--- src/rtl/decoding_stage_controller_pkg.sv ---
// Shared stage encoding and FSM state type for the union-find decoding stage controller.
package decoding_stage_controller_pkg;

  localparam int STAGE_WIDTH = 4;

  localparam logic [STAGE_WIDTH-1:0] STAGE_IDLE                  = 4'd0;
  localparam logic [STAGE_WIDTH-1:0] STAGE_GROW                  = 4'd1;
  localparam logic [STAGE_WIDTH-1:0] STAGE_MERGE                 = 4'd2;
  localparam logic [STAGE_WIDTH-1:0] STAGE_PEELING               = 4'd3;
  localparam logic [STAGE_WIDTH-1:0] STAGE_MEASUREMENT_PREPARING = 4'd4;
  localparam logic [STAGE_WIDTH-1:0] STAGE_MEASUREMENT_LOADING   = 4'd5;
  localparam logic [STAGE_WIDTH-1:0] STAGE_RESULT_VALID          = 4'd6;
  localparam logic [STAGE_WIDTH-1:0] STAGE_READ_FROM_MEM         = 4'd7;
  localparam logic [STAGE_WIDTH-1:0] STAGE_WRITE_TO_MEM          = 4'd8;

  typedef enum logic [3:0] {
    ST_IDLE, ST_PREP, ST_LOAD, ST_GROW, ST_MERGE,
    ST_PEEL, ST_RESULT, ST_WR_MEM, ST_MEM_WAIT, ST_RD_MEM
  } fsm_state_e;

  // RESULT keeps the PEs in peeling so their correction outputs stay valid.
  function automatic logic [STAGE_WIDTH-1:0] stage_of(fsm_state_e s);
    case (s)
      ST_PREP:   return STAGE_MEASUREMENT_PREPARING;
      ST_LOAD:   return STAGE_MEASUREMENT_LOADING;
      ST_GROW:   return STAGE_GROW;
      ST_MERGE:  return STAGE_MERGE;
      ST_PEEL:   return STAGE_PEELING;
      ST_RESULT: return STAGE_PEELING;
      ST_WR_MEM: return STAGE_WRITE_TO_MEM;
      ST_RD_MEM: return STAGE_READ_FROM_MEM;
      default:   return STAGE_IDLE;
    endcase
  endfunction

endpackage

--- src/rtl/decoding_stage_controller_merge_quiet_detector.sv ---
// Decides when the MERGE stage has converged: minimum dwell plus a run of all-idle PE cycles.
module merge_quiet_detector #(
  parameter int MERGE_MIN_CYCLES   = 3,
  parameter int MERGE_QUIET_CYCLES = 2
) (
  input  logic clk,
  input  logic reset,
  input  logic active,
  input  logic busy_any,
  output logic merge_done
);

  localparam int STAGE_W = $clog2(MERGE_MIN_CYCLES) + 1;
  localparam int QUIET_W = $clog2(MERGE_QUIET_CYCLES) + 1;
  localparam logic [STAGE_W-1:0] STAGE_LAST = STAGE_W'(MERGE_MIN_CYCLES - 1);
  localparam logic [QUIET_W-1:0] QUIET_NEED = QUIET_W'(MERGE_QUIET_CYCLES);

  logic [STAGE_W-1:0] stage_cnt;
  logic [QUIET_W-1:0] quiet_cnt;
  logic [QUIET_W-1:0] quiet_now;

  // The current cycle's idle flag counts toward the quiet run.
  always_comb begin
    quiet_now = '0;
    if (!busy_any)
      quiet_now = (quiet_cnt == QUIET_NEED) ? quiet_cnt : quiet_cnt + 1'b1;
  end

  always_ff @(posedge clk) begin
    if (reset || !active) begin
      stage_cnt <= '0;
      quiet_cnt <= '0;
    end else begin
      if (stage_cnt != STAGE_LAST)
        stage_cnt <= stage_cnt + 1'b1;
      quiet_cnt <= quiet_now;
    end
  end

  assign merge_done = active && (stage_cnt >= STAGE_LAST) && (quiet_now >= QUIET_NEED);

endmodule

--- src/rtl/decoding_stage_controller.sv ---
// Stage sequencer for the union-find decoder PE array; optional CYCLE_COUNTER_EN adds decode_cycles.
// state     | meaning
// IDLE      | wait for meas_valid
// PREP      | reset PE memory address (context 0 only)
// LOAD      | sample syndrome round, clear iteration state
// GROW      | cluster growth, GROW_CYCLES long
// MERGE     | wait for PE array to settle, then check odd clusters
// PEEL      | one peeling cycle
// RESULT    | hold peeling outputs until result_ready
// WR_MEM    | save context
// MEM_WAIT  | memory latency
// RD_MEM    | restore next context
module decoding_stage_controller
  import decoding_stage_controller_pkg::*;
#(
  parameter int PE_COUNT           = 16,
  parameter int NUM_CONTEXTS       = 2,
  parameter int GROW_CYCLES        = 2,
  parameter int MERGE_MIN_CYCLES   = 3,
  parameter int MERGE_QUIET_CYCLES = 2,
  parameter int MAX_GROW_ITER      = 63,
  parameter int MEM_LATENCY        = 2,
  localparam int CTX_W = (NUM_CONTEXTS > 1) ? $clog2(NUM_CONTEXTS) : 1
) (
  input  logic                   clk,
  input  logic                   reset,
  input  logic                   meas_valid,
  output logic                   meas_ready,
  input  logic [PE_COUNT-1:0]    busy_vec,
  input  logic [PE_COUNT-1:0]    odd_vec,
  output logic [STAGE_WIDTH-1:0] global_stage,
  output logic [CTX_W-1:0]       context_id,
  output logic [7:0]             iter_count,
  output logic                   result_valid,
  input  logic                   result_ready,
  output logic                   iter_overflow
`ifdef CYCLE_COUNTER_EN
  ,
  output logic [15:0]            decode_cycles
`endif
);

  localparam int TMR_MAX = (GROW_CYCLES > MEM_LATENCY) ? GROW_CYCLES : MEM_LATENCY;
  localparam int TMR_W   = $clog2(TMR_MAX) + 1;

  fsm_state_e       state_q, state_d;
  logic [TMR_W-1:0] timer_q;
  logic [7:0]       iter_next;
  logic             iter_hits_max;
  logic             any_odd;
  logic             merge_active;
  logic             merge_done;

  assign any_odd       = |odd_vec;
  assign iter_next     = (iter_count == 8'hFF) ? 8'hFF : iter_count + 8'd1;
  assign iter_hits_max = (int'(iter_next) == MAX_GROW_ITER);

  merge_quiet_detector #(
    .MERGE_MIN_CYCLES   (MERGE_MIN_CYCLES),
    .MERGE_QUIET_CYCLES (MERGE_QUIET_CYCLES)
  ) u_merge_quiet (
    .clk        (clk),
    .reset      (reset),
    .active     (merge_active),
    .busy_any   (|busy_vec),
    .merge_done (merge_done)
  );

  always_ff @(posedge clk) begin
    if (reset) begin
      state_q      <= ST_IDLE;
      global_stage <= STAGE_IDLE;
    end else begin
      state_q      <= state_d;
      global_stage <= stage_of(state_d);
    end
  end

  always_comb begin
    state_d = state_q;
    case (state_q)
      ST_IDLE:     if (meas_valid) state_d = (context_id == '0) ? ST_PREP : ST_LOAD;
      ST_PREP:     state_d = ST_LOAD;
      ST_LOAD:     state_d = ST_GROW;
      ST_GROW:     if (timer_q == '0) state_d = ST_MERGE;
      ST_MERGE:    if (merge_done) state_d = (!any_odd || iter_hits_max) ? ST_PEEL : ST_GROW;
      ST_PEEL:     state_d = ST_RESULT;
      ST_RESULT:   if (result_ready) state_d = (NUM_CONTEXTS == 1) ? ST_IDLE : ST_WR_MEM;
      ST_WR_MEM:   state_d = (MEM_LATENCY == 0) ? ST_RD_MEM : ST_MEM_WAIT;
      ST_MEM_WAIT: if (timer_q == '0) state_d = ST_RD_MEM;
      ST_RD_MEM:   state_d = ST_IDLE;
      default:     state_d = ST_IDLE;
    endcase
  end

  always_comb begin
    meas_ready   = (state_q == ST_LOAD);
    result_valid = (state_q == ST_RESULT);
    merge_active = (state_q == ST_MERGE);
  end

  // Shared dwell timer, loaded with length-1 on entry; the state leaves on terminal count.
  always_ff @(posedge clk) begin
    if (reset)
      timer_q <= '0;
    else if (state_d == ST_GROW && state_q != ST_GROW)
      timer_q <= TMR_W'(GROW_CYCLES - 1);
    else if (state_d == ST_MEM_WAIT && state_q != ST_MEM_WAIT)
      timer_q <= TMR_W'(MEM_LATENCY - 1);
    else if (timer_q != '0)
      timer_q <= timer_q - 1'b1;
  end

  always_ff @(posedge clk) begin
    if (reset || state_q == ST_LOAD) begin
      iter_count    <= '0;
      iter_overflow <= 1'b0;
    end else if (merge_active && merge_done && any_odd) begin
      iter_count <= iter_next;
      if (iter_hits_max)
        iter_overflow <= 1'b1;
    end
  end

  always_ff @(posedge clk) begin
    if (reset)
      context_id <= '0;
    else if (state_q == ST_RD_MEM)
      context_id <= (context_id == CTX_W'(NUM_CONTEXTS - 1)) ? '0 : context_id + 1'b1;
  end

`ifdef CYCLE_COUNTER_EN
  always_ff @(posedge clk) begin
    if (reset || state_q == ST_LOAD)
      decode_cycles <= '0;
    else if ((state_q == ST_GROW || state_q == ST_MERGE || state_q == ST_PEEL) &&
             decode_cycles != 16'hFFFF)
      decode_cycles <= decode_cycles + 16'd1;
  end
`endif

endmodule
--- config.mk ---
export PLATFORM = sky130hd
export DESIGN_NAME = decoding_stage_controller
export DESIGN_NICKNAME = d
export VERILOG_FILES = /design/src/rtl/decoding_stage_controller_pkg.sv /design/src/rtl/decoding_stage_controller_merge_quiet_detector.sv /design/src/rtl/decoding_stage_controller.sv
export SDC_FILE = /design/constraint.sdc
export NUM_CORES = 1
export LEC_CHECK = 0
export CAP_MARGIN = 20
export CORE_MARGIN = 5
export CORE_UTILIZATION = 46
export DETAILED_ROUTE_END_ITERATION = 7
export PLACE_DENSITY = 0.82
export SYNTH_ARGS = -nofsm -noshare
export SYNTH_HDL_FRONTEND = slang
export SYNTH_SLANG_ARGS = --single-unit
--- constraint.sdc ---
create_clock -name clk -period 2.8 [get_ports clk]
set_input_delay 0.56 -clock clk [delete_from_list [all_inputs] [get_ports clk]]
set_output_delay 0.56 -clock clk [all_outputs]
set_load 0.05 [all_outputs]
* Yosys cells after proc, flatten, opt, wreduce, memory -nomap -nowiden
Memories as Yosys holds them, arrays and structs flattened. A register that Yosys moved wholly into a read port is not among the register bits.
Cells that the tools add are included.
W data, S select, Z words.
** Operators by class
- Muxes and demuxes :: 15
- $add $sub $neg :: 5
- Eq/ne operators :: 17
- Magnitude comparators :: 2
- Reduce and logical (&&, ||, !) cells :: 19
** Operators with widths (count)
- $pmux W4 S9 :: 1
- $reduce_or A16 Y1 :: 2
- $mux W4 :: 5
- $eq A4 B3 Y1 const B :: 4
- $eq A4 B2 Y1 const B :: 3
- $eq A4 B4 Y1 const B :: 3
- $add A8 B1 Y8 const B :: 1
- $eq A8 B7 Y1 const B :: 1
- $eq A8 B8 Y1 const B :: 1
- $mux W8 :: 1
- $logic_and A1 B1 Y1 :: 6
- $mux W2 :: 3
- $eq A4 B1 Y1 const B :: 1
- $logic_not A4 Y1 :: 1
- $mux W1 :: 4
- $ne A4 B2 Y1 const B :: 1
- $ne A4 B4 Y1 const B :: 1
- $add A3 B1 Y3 const B :: 1
- $ge A3 B2 Y1 const B :: 1
- $logic_or A1 B1 Y1 :: 3
- $mux W3 :: 1
- $ne A3 B2 Y1 const B :: 1
- $reduce_bool A3 Y1 :: 1
- $reduce_or A3 Y1 :: 1
- other kinds (9) :: 10
** Word-level totals
- Memory bits (read-only) :: 64
- Memories :: 1
- Register bits :: 21
- Input bits :: 36
- Output and inout bits :: 16
** Memory list
- (name not given) :: words 16, width 4, rd ports 1, clocked after Yosys merged registers in 1, write ports 0, RTL line decoding_stage_controller_pkg.sv:23 : case (s)

* Longest topological paths before layout
Gate-level depths: netlist (run 1).
- Depth after elaboration :: 11
- Gate-level depth with buffers :: 13
- Depth with buffers taken out :: 12

* By module
From an unflattened synthesis (run 1), not the netlist that was laid out.
** Second synthesis, totals
- Cells, all modules :: 179
- Area, all modules :: 1512.7 µm²
** By module, submodules not included
- decoding_stage_controller :: area an instance 1281.2 µm², cells each 154, instances 1, sequential area each 400.4 µm²
- merge_quiet_detector :: area an instance 231.5 µm², cells each 25, instances 1, sequential area each 100.1 µm²

* Least setup slack after synthesis (run 1)
No wires, ideal clock.
- Path kind :: reg2reg
- Start point :: reg iter_count[0]
- End point :: reg global_stage[0]
- Path buffers :: 0
- Stages on the path, launching flop included :: 12
- Setup slack :: -0.172 ns
- Arrival time :: 2.898 ns
- Setup time :: 0.074 ns
- Path through :: dfxtp_1 -> ha_1 -> nand4_1 -> xnor2_1 -> nor4b_1 -> a21o_1 -> and2_1 -> ha_1 -> inv_1 -> a221oi_1 -> o21ai_0 -> a31oi_1
** Between the ends
- Longest elaborated chain between the ends :: 7
- Elaborated cells between the ends (all ways) :: 8
- Classes of those cells :: add/sub (1); eq/ne (2); mux (4); reduce/logical (1)
** RTL lines
- start, declared :: RTL line decoding_stage_controller.sv:33 : output logic [7:0] iter_count,
- start signal, assigned :: RTL line decoding_stage_controller.sv:119 : iter_count <= iter_next;
- $add A8 B1 Y8 or $eq A8 B8 Y1 (tied branches) :: RTL line decoding_stage_controller.sv:55 : assign iter_next = (iter_count == 8'hFF) ? 8'hFF : iter_count + 8'd1;
- $mux W8 (*) :: RTL line decoding_stage_controller.sv:55
- $eq A8 B7 Y1 (*) :: RTL line decoding_stage_controller.sv:56 : assign iter_hits_max = (int'(iter_next) == MAX_GROW_ITER);
- $logic_or A1 B1 Y1 (*) :: RTL line decoding_stage_controller.sv:86 : ST_MERGE: if (merge_done) state_d = (!any_odd || iter_hits_max) ? ST_PEEL : ST_GROW;
- $mux W3 (*) :: RTL line decoding_stage_controller.sv:86
- $mux W4 (*) :: RTL line decoding_stage_controller.sv:86
- $pmux W4 S9 (*) :: RTL line decoding_stage_controller.sv:81 : case (state_q)
- end, declared :: RTL line decoding_stage_controller.sv:31 : output logic [STAGE_WIDTH-1:0] global_stage,
Mark *: on every way between the ends. The rest lies on a longest branch, timed or not.
A chain may end at the register's enable or synchronous reset.

* Worst setup path after layout (run 1)
- Start point :: in busy_vec[9]
- End point :: reg global_stage[0]
** Between the ends
- Longest elaborated chain between the ends :: 6
** RTL lines
- start, declared :: RTL line decoding_stage_controller.sv:29 : input logic [PE_COUNT-1:0] busy_vec,
- $reduce_or A16 Y1 :: RTL line decoding_stage_controller.sv:65 : .busy_any (|busy_vec),
- $mux W2 :: RTL line decoding_stage_controller_merge_quiet_detector.sv:25 : if (!busy_any)
- $ge A2 B2 Y1 :: RTL line decoding_stage_controller_merge_quiet_detector.sv:40 : assign merge_done = active && (stage_cnt >= STAGE_LAST) && (quiet_now >= QUIET_NEED);
- $logic_and A1 B1 Y1 :: RTL line decoding_stage_controller_merge_quiet_detector.sv:40
- $mux W4 :: RTL line decoding_stage_controller.sv:86
- $pmux W4 S9 :: RTL line decoding_stage_controller.sv:81
No other way between the ends.

==> results.sh, run 1 <==
export IMPL_cp_slowest_stage_delay_ns=0.40
export IMPL_vdd_ir_drop_max_mv=0.389
export IMPL_synth_most_common_cell="sky130_fd_sc_hd__dfxtp_1"
export IMPL_grt_start_max_net_pins=19
export IMPL_globalRoute_totalOverflow=0
export IMPL_ios=52
export IMPL_cts_root_buf="sky130_fd_sc_hd__clkbuf_4"
export IMPL_grt_setup_unrepaired="true"
export IMPL_place_hpwl_mm=3.50
export IMPL_finalCritPeriodShare_pct=96.6
export IMPL_count_of_different_cell_masters_after_synthesis=49
export IMPL_drt_pre_antenna_iters=4
export IMPL_track_usage_pct=19.0
export IMPL_share_of_flip_flops_with_an_asynchronous_set_or_reset_after_synthesis_pct=0
export IMPL_synth_top_cell_by_area="sky130_fd_sc_hd__dfxtp_1"
export IMPL_synth_top_cells_by_area="sky130_fd_sc_hd__dfxtp_1 32%, sky130_fd_sc_hd__ha_1 7.1%, sky130_fd_sc_hd__nor2_1 4.8%, sky130_fd_sc_hd__nor4_1 4.4%, sky130_fd_sc_hd__a21oi_1 4.1%"
export IMPL_edff_count_synth=0
export IMPL_detail_route_drc_violations=0
export IMPL_report_final_slew_viol_count=0
export IMPL_ant_nets=0
export IMPL_dieHeight_um=68.6
export IMPL_routed_wirelength_mm=4.36
export IMPL_synth_area_mm2=0.00158
export IMPL_design_power_total_mw=0.961
export IMPL_critPathRequiredTime_ns=3.06
export IMPL_timing_critical_path_fanout_max=2
export IMPL_portBuffers=51
export IMPL_dieWidth_um=68.6
export IMPL_finish_cell_count_without_fillers=307
export IMPL_cts_htree_levels=1
export IMPL_critical_path_n_buffers_inverters=2
export IMPL_seq_power_share_pct=41.5
export IMPL_relSlewSlack_pct=65.7
export IMPL_drive_above_1_share_pct=13.4
export IMPL_core_rowCount=21
export IMPL_cp_arrival_ns=2.96
export IMPL_postCtsSetupBuffers=0
export IMPL_clkSlewWorstSetupHoldPaths_ns=0.13
export IMPL_cts_num_sinks=25
export IMPL_gp_routability_congestion=0.857
export IMPL_postLayoutCoreUtil_pct=69.0
export IMPL_yosys_warnings=0
export IMPL_drtIter0Drc=120
export IMPL_power_switching_share_pct=33.9
export IMPL_worstSetupEndpoint="global_stage[0]"
export IMPL_worstReg2RegEnd="global_stage[0]"
export IMPL_critical_path_slowest_cell="sky130_fd_sc_hd__clkdlybuf4s50_1"
export IMPL_reg2reg_slack_ns=0.17
export IMPL_avgRoutedWirePerCell_um=14.2
export IMPL_core_region_area_mm2=0.00334
export IMPL_tritoncts="yes"
export IMPL_power_internal_mw=0.635
export IMPL_setup_worst_path_class="input pin to register"
export IMPL_timing_critical_path_to_type="register"
export IMPL_netlist_instances=197
export IMPL_timing_clock_skew_ns=0.00470
export IMPL_pwr_share_comb_pct=42.2
export IMPL_crit_chain="clkdlybuf4s50_1, nor4_1, and4_1, nand3_1, a21o_1, and2_1, ha_1, inv_1, a221oi_1, o21ai_0, a31oi_1"
export IMPL_grt_antenna_before_repair=0
export IMPL_crit_start_category="input pin"
export IMPL_power_switching_mw=0.326
export IMPL_outcome="complete, no violations"
export IMPL_post_route_min_period_ns=2.70
export IMPL_worst_path_stages=11
export IMPL_synthFlopType="sky130_fd_sc_hd__dfxtp_1"
export IMPL_die_area_mm2=0.00471
export IMPL_dp_cells=303
export IMPL_powerDensity_mw_per_mm2=417
export IMPL_min_path_type="register to register"
export IMPL_layout_area_overhead_vs_synth_pct=45.7
export IMPL_worstRegToRegCells=12
export IMPL_average_via_count_per_standard_cell=5.66
export IMPL_post_synth_top_area_fraction_pct=31.7
export IMPL_syn_mean_instance_area_um2=8.02
export IMPL_seq_area_frac_synth_pct=31.7
export IMPL_syn_nets=242
export IMPL_antenna_diode_count=0
export IMPL_ys_ff_latch=25
export IMPL_max_cap_violations=0
export IMPL_delay_heaviest_family_cp="simple AND/OR/NAND/NOR gates"
export IMPL_max_freq_mhz=370
export IMPL_grt_first_pass_wirelength_mm=6.87
export IMPL_static_leakage_power_nw=0.836
export IMPL_cts_max_path_bufs=2
export IMPL_ys_top_cells_by_count="25 x sky130_fd_sc_hd__dfxtp_1, 20 x sky130_fd_sc_hd__nor2_1, 13 x sky130_fd_sc_hd__a21oi_1, 12 x sky130_fd_sc_hd__nand2_1"
export IMPL_timing_final_hold_violations=0
export IMPL_worstSetupStartpoint="busy_vec[9]"
export IMPL_final_nets=307
export IMPL_insertion_delay_ns=0.31
export IMPL_clkPwrFrac_pct=16.4
export IMPL_hold_ws_ns=0.510
export IMPL_initial_utilization_pct=47.4
export IMPL_grt_pass1_vias=1526
export IMPL_tightest_slew_ns=0.514
export IMPL_num_fill_cells=278
export IMPL_report_final_setup_viol=0
export IMPL_vias=1738
export IMPL_timing_rr_start="iter_count[0]"
export IMPL_numCtsBuffers=3
-- per-layer routing --
| layer | GRT usage, % | share of wire [%] |
|---|---|---|
| met5 | 0 | 0 |
| met3 | 3.57 | 3.8 |
| met4 | 3.23 | 1.3 |
| met2 | 34.9 | 52 |
| met1 | 23.1 | 43 |
-- kinds of logic after synthesis --
kind of cell,share of synthesized area (%)
AO/OA/AOI/OAI,21.7
XOR/XNOR,2.22
adder cells (fa/ha/maj),7.76
buffers and inverters,5.38
flip-flops,31.7
AND/OR/NAND/NOR,31.3
-- power by group through the flow --
stage	clock network, mW	registers (mW)	logic (mW)
after global routing	0.178	0.402	0.444
after detailed placement	0	0.407	0.397
after floorplan	0	0.435	0.200
after global placement	0	0.406	0.385
final	0.157	0.398	0.405
after CTS	0.166	0.398	0.402
-- what timing repair did --
item	CTS	global route
resized for setup	0	4
hold buffers	0	0
setup endpoints to repair	0	2
-- worst register-to-register path, delay by kind of cell, from the launching register on --
family | cells | cell delay [ns]
compound gates | 6 | 1.11
fa+ha+maj | 2 | 0.53
buf+inv | 2 | 0.22
flops | 1 | 0.38
simple gates | 2 | 0.31
-- cells in the final DEF, fill, tap and decap left out, types with 8 or more instances in the layout --
cell type,instances
sky130_fd_sc_hd__clkdlybuf4s50_1,51
sky130_fd_sc_hd__dfxtp_1,23
sky130_fd_sc_hd__nor2_1,20
sky130_fd_sc_hd__buf_4,19
sky130_fd_sc_hd__a21oi_1,13
sky130_fd_sc_hd__nand2_1,12
sky130_fd_sc_hd__inv_1,11
sky130_fd_sc_hd__ha_1,9
sky130_fd_sc_hd__nand3_1,8
sky130_fd_sc_hd__nor4_1,8
-- cell type report --
type,instances,area [um^2],area share (%)
clock buffers,3,22.5,0.978
clock inverters,1,5.00,0.217
inverters,11,41.3,1.79
multi-input cells,151,1020,44.3
flip-flops and latches,25,503,21.8
well taps,46,57.6,2.50
repair buffers,70,653,28.4
-- worst min-delay path by stage --
| stage | start | end | slack (ns) | cells past startpoint |
|---|---|---|---|---|
| floorplan | timer_q[1] | timer_q[1] | 0.50 | 2 |
| global placement | iter_overflow | iter_overflow | 0.46 | 2 |
| detailed placement | iter_overflow | iter_overflow | 0.48 | 2 |
| CTS | iter_overflow | iter_overflow | 0.51 | 2 |
| global route | iter_overflow | iter_overflow | 0.51 | 2 |
| finish | iter_overflow | iter_overflow | 0.51 | 2 |
-- registers in the layout (all words and copies together) (netlist names) --
register,count
iter_count,8
global_stage,4
u_merge_quiet.stage_cnt,3
u_merge_quiet.quiet_cnt,2
timer_q,2
iter_overflow,1
state_q,4
context_id,1
-- metrics by stage --
step           TNS [ns]  setup WS (ns)  instance area (um^2)
4_1_cts               0          0.113                  2280
2_1_floorplan         0        0.00924                  1580
3_5_place_dp     -0.593         -0.203                  2250
3_3_place_gp     -0.350         -0.143                  2250
6_report              0         0.0965                  2300
5_1_grt         -0.0271        -0.0271                  2300
Power figures use the tool's default switching activity.
==> run 2: changes to the inputs <==
==> constraint.sdc (replaced) <==
create_clock -name clk -period 2.8 [get_ports clk]
set_input_delay 0.7 -clock clk [delete_from_list [all_inputs] [get_ports clk]]
set_output_delay 0.7 -clock clk [all_outputs]
set_load 0.05 [all_outputs]
==> results.sh, run 2 (synthesized netlist as in run 1, its figures left out) <==
export IMPL_largest_register_ff_count=8
export IMPL_cts_max_path_bufs=2
export IMPL_grt_start_max_net_pins=16
export IMPL_detail_route_drc_violations=0
export IMPL_post_route_min_period_ns=2.75
export IMPL_place_hpwl_mm=3.38
export IMPL_insertion_delay_ns=0.34
export IMPL_layout_area_overhead_vs_synth_pct=45.8
export IMPL_initial_utilization_pct=47.4
export IMPL_avgRoutedWirePerCell_um=14.5
export IMPL_vdd_ir_drop_max_mv=0.264
export IMPL_routed_wirelength_mm=4.42
export IMPL_drive_above_1_share_pct=14.2
export IMPL_clkSlewWorstSetupHoldPaths_ns=0.15
export IMPL_report_final_setup_viol=0
export IMPL_worstSetupStartpoint="busy_vec[9]"
export IMPL_vias=1713
export IMPL_placed_standard_cell_area_mm2=0.00224
export IMPL_outcome="complete, no violations"
export IMPL_postCtsSetupBuffers=0
export IMPL_dieWidth_um=68.6
export IMPL_die_area_mm2=0.00471
export IMPL_tritoncts="yes"
export IMPL_num_fill_cells=288
export IMPL_relSlewSlack_pct=65.5
export IMPL_average_via_count_per_standard_cell=5.60
export IMPL_hold_path_startpoint="iter_overflow"
export IMPL_setup_worst_path_class="input pin to register"
export IMPL_fin_tns_setup_ns=0
export IMPL_final_nets=306
export IMPL_numCtsBuffers=3
export IMPL_max_flop_register="iter_count"
export IMPL_gp_routability_congestion=0.869
export IMPL_antenna_diode_count=0
export IMPL_drtIter0Drc=169
export IMPL_timing_critical_path_to_type="register"
export IMPL_globalRoute_totalOverflow=0
export IMPL_timing_critical_path_fanout_max=2
export IMPL_crit_start_category="input pin"
export IMPL_cts_hold_buffers=0
export IMPL_mostFrequentLayoutCells="50 x sky130_fd_sc_hd__clkdlybuf4s50_1, 23 x sky130_fd_sc_hd__dfxtp_1, 20 x sky130_fd_sc_hd__nor2_1, 19 x sky130_fd_sc_hd__buf_4, 13 x sky130_fd_sc_hd__a21oi_1"
export IMPL_timing_final_hold_violations=0
export IMPL_cts_htree_levels=1
export IMPL_grt_first_pass_wirelength_mm=6.76
export IMPL_tightest_slew_ns=0.516
export IMPL_grt_antenna_before_repair=0
export IMPL_ios=52
export IMPL_timing_rr_start="iter_count[0]"
export IMPL_portBuffers=51
export IMPL_powerDensity_mw_per_mm2=416
export IMPL_cts_num_sinks=25
export IMPL_timing_clock_skew_ns=0.0167
export IMPL_max_freq_mhz=364
export IMPL_core_rowCount=21
export IMPL_grt_pass1_vias=1514
export IMPL_min_path_type="register to register"
export IMPL_max_cap_violations=0
export IMPL_layout_cells_most_common="sky130_fd_sc_hd__clkdlybuf4s50_1"
export IMPL_cp_arrival_ns=3.03
export IMPL_dieHeight_um=68.6
export IMPL_critPathRequiredTime_ns=3.08
export IMPL_report_final_slew_viol_count=0
export IMPL_finalCritPeriodShare_pct=98.1
export IMPL_cts_root_buf="sky130_fd_sc_hd__clkbuf_4"
export IMPL_reg_largest_list="iter_count x8, global_stage x4, state_q x4"
export IMPL_static_leakage_power_nw=0.828
export IMPL_finalInstanceArea_mm2=0.00230
export IMPL_core_region_area_mm2=0.00334
export IMPL_drt_pre_antenna_iters=4
export IMPL_track_usage_pct=19.1
export IMPL_ant_nets=0
==> run 2: critical path: stages <==
cell and delay (ns):
sky130_fd_sc_hd__clkdlybuf4s50_1 0.44, sky130_fd_sc_hd__nor4_2 0.36, sky130_fd_sc_hd__and4_1 0.28, sky130_fd_sc_hd__nand3_2 0.08
sky130_fd_sc_hd__a21o_1 0.17, sky130_fd_sc_hd__and2_1 0.16, sky130_fd_sc_hd__ha_1 0.28, sky130_fd_sc_hd__inv_1 0.06
sky130_fd_sc_hd__a221oi_2 0.24, sky130_fd_sc_hd__o21ai_1 0.10, sky130_fd_sc_hd__a31oi_1 0.16
==> run 2: worst paths after layout <==
check | to | slack (ns) | cells after the start
max reg2reg | timer_q[1] | 0.23 | 13
max | global_stage[0] | 0.05 | 11
min reg2reg | iter_overflow | 0.52 | 2
min | iter_overflow | 0.52 | 2
==> run 2: final cells by class <==
cell class	instances	area [um^2]	area share (%)
clock buffers	3	22.5	0.977
well taps	46	57.6	2.50
inverters	11	41.3	1.79
repair buffers	69	643	27.9
flip-flops and latches	25	503	21.8
multi-input cells	151	1030	44.7
clock inverters	1	7.51	0.326
==> run 2: report_power, final <==
| part | switching (mW) | internal (mW) | leakage [nW] |
|---|---|---|---|
| Combinational | 0.193 | 0.185 | 0.610 |
| Sequential | 0.0264 | 0.383 | 0.204 |
| Clock | 0.115 | 0.0548 | 0.0139 |
| Total | 0.335 | 0.623 | 0.828 |
==> run 2: per-stage QoR <==
step / setup WS (ns) / hold WS [ns] / power [mW] / utilization, % / instances
final: 0.0521 / 0.521 / 0.958 / 69.1 / 306
after floorplan: 0.00924 / 0.502 / 0.635 / - / 197
after global routing: -0.132 / 0.561 / 1.03 / 69.1 / 306
after global placement: -0.275 / 0.465 / 0.774 / 67.1 / 302
after CTS: 0.00868 / 0.538 / 0.956 / 68.0 / 306
after detailed placement: -0.350 / 0.511 / 0.784 / 67.1 / 302
==> run 2: metal layers <==
layer | track usage, % | vias up | wire [um]
met5 | 0 | - | 0
met4 | 6.95 | 0 | 74
met3 | 4.21 | 9 | 248
met2 | 33.0 | 57 | 2280
met1 | 22.9 | 789 | 1820
li1 | - | 858 | -
==> run 2: timing repair <==
action,in CTS,in global routing
setup endpoints to repair,0,4
resized for setup,0,7
endpoints found under the hold margin,0,0
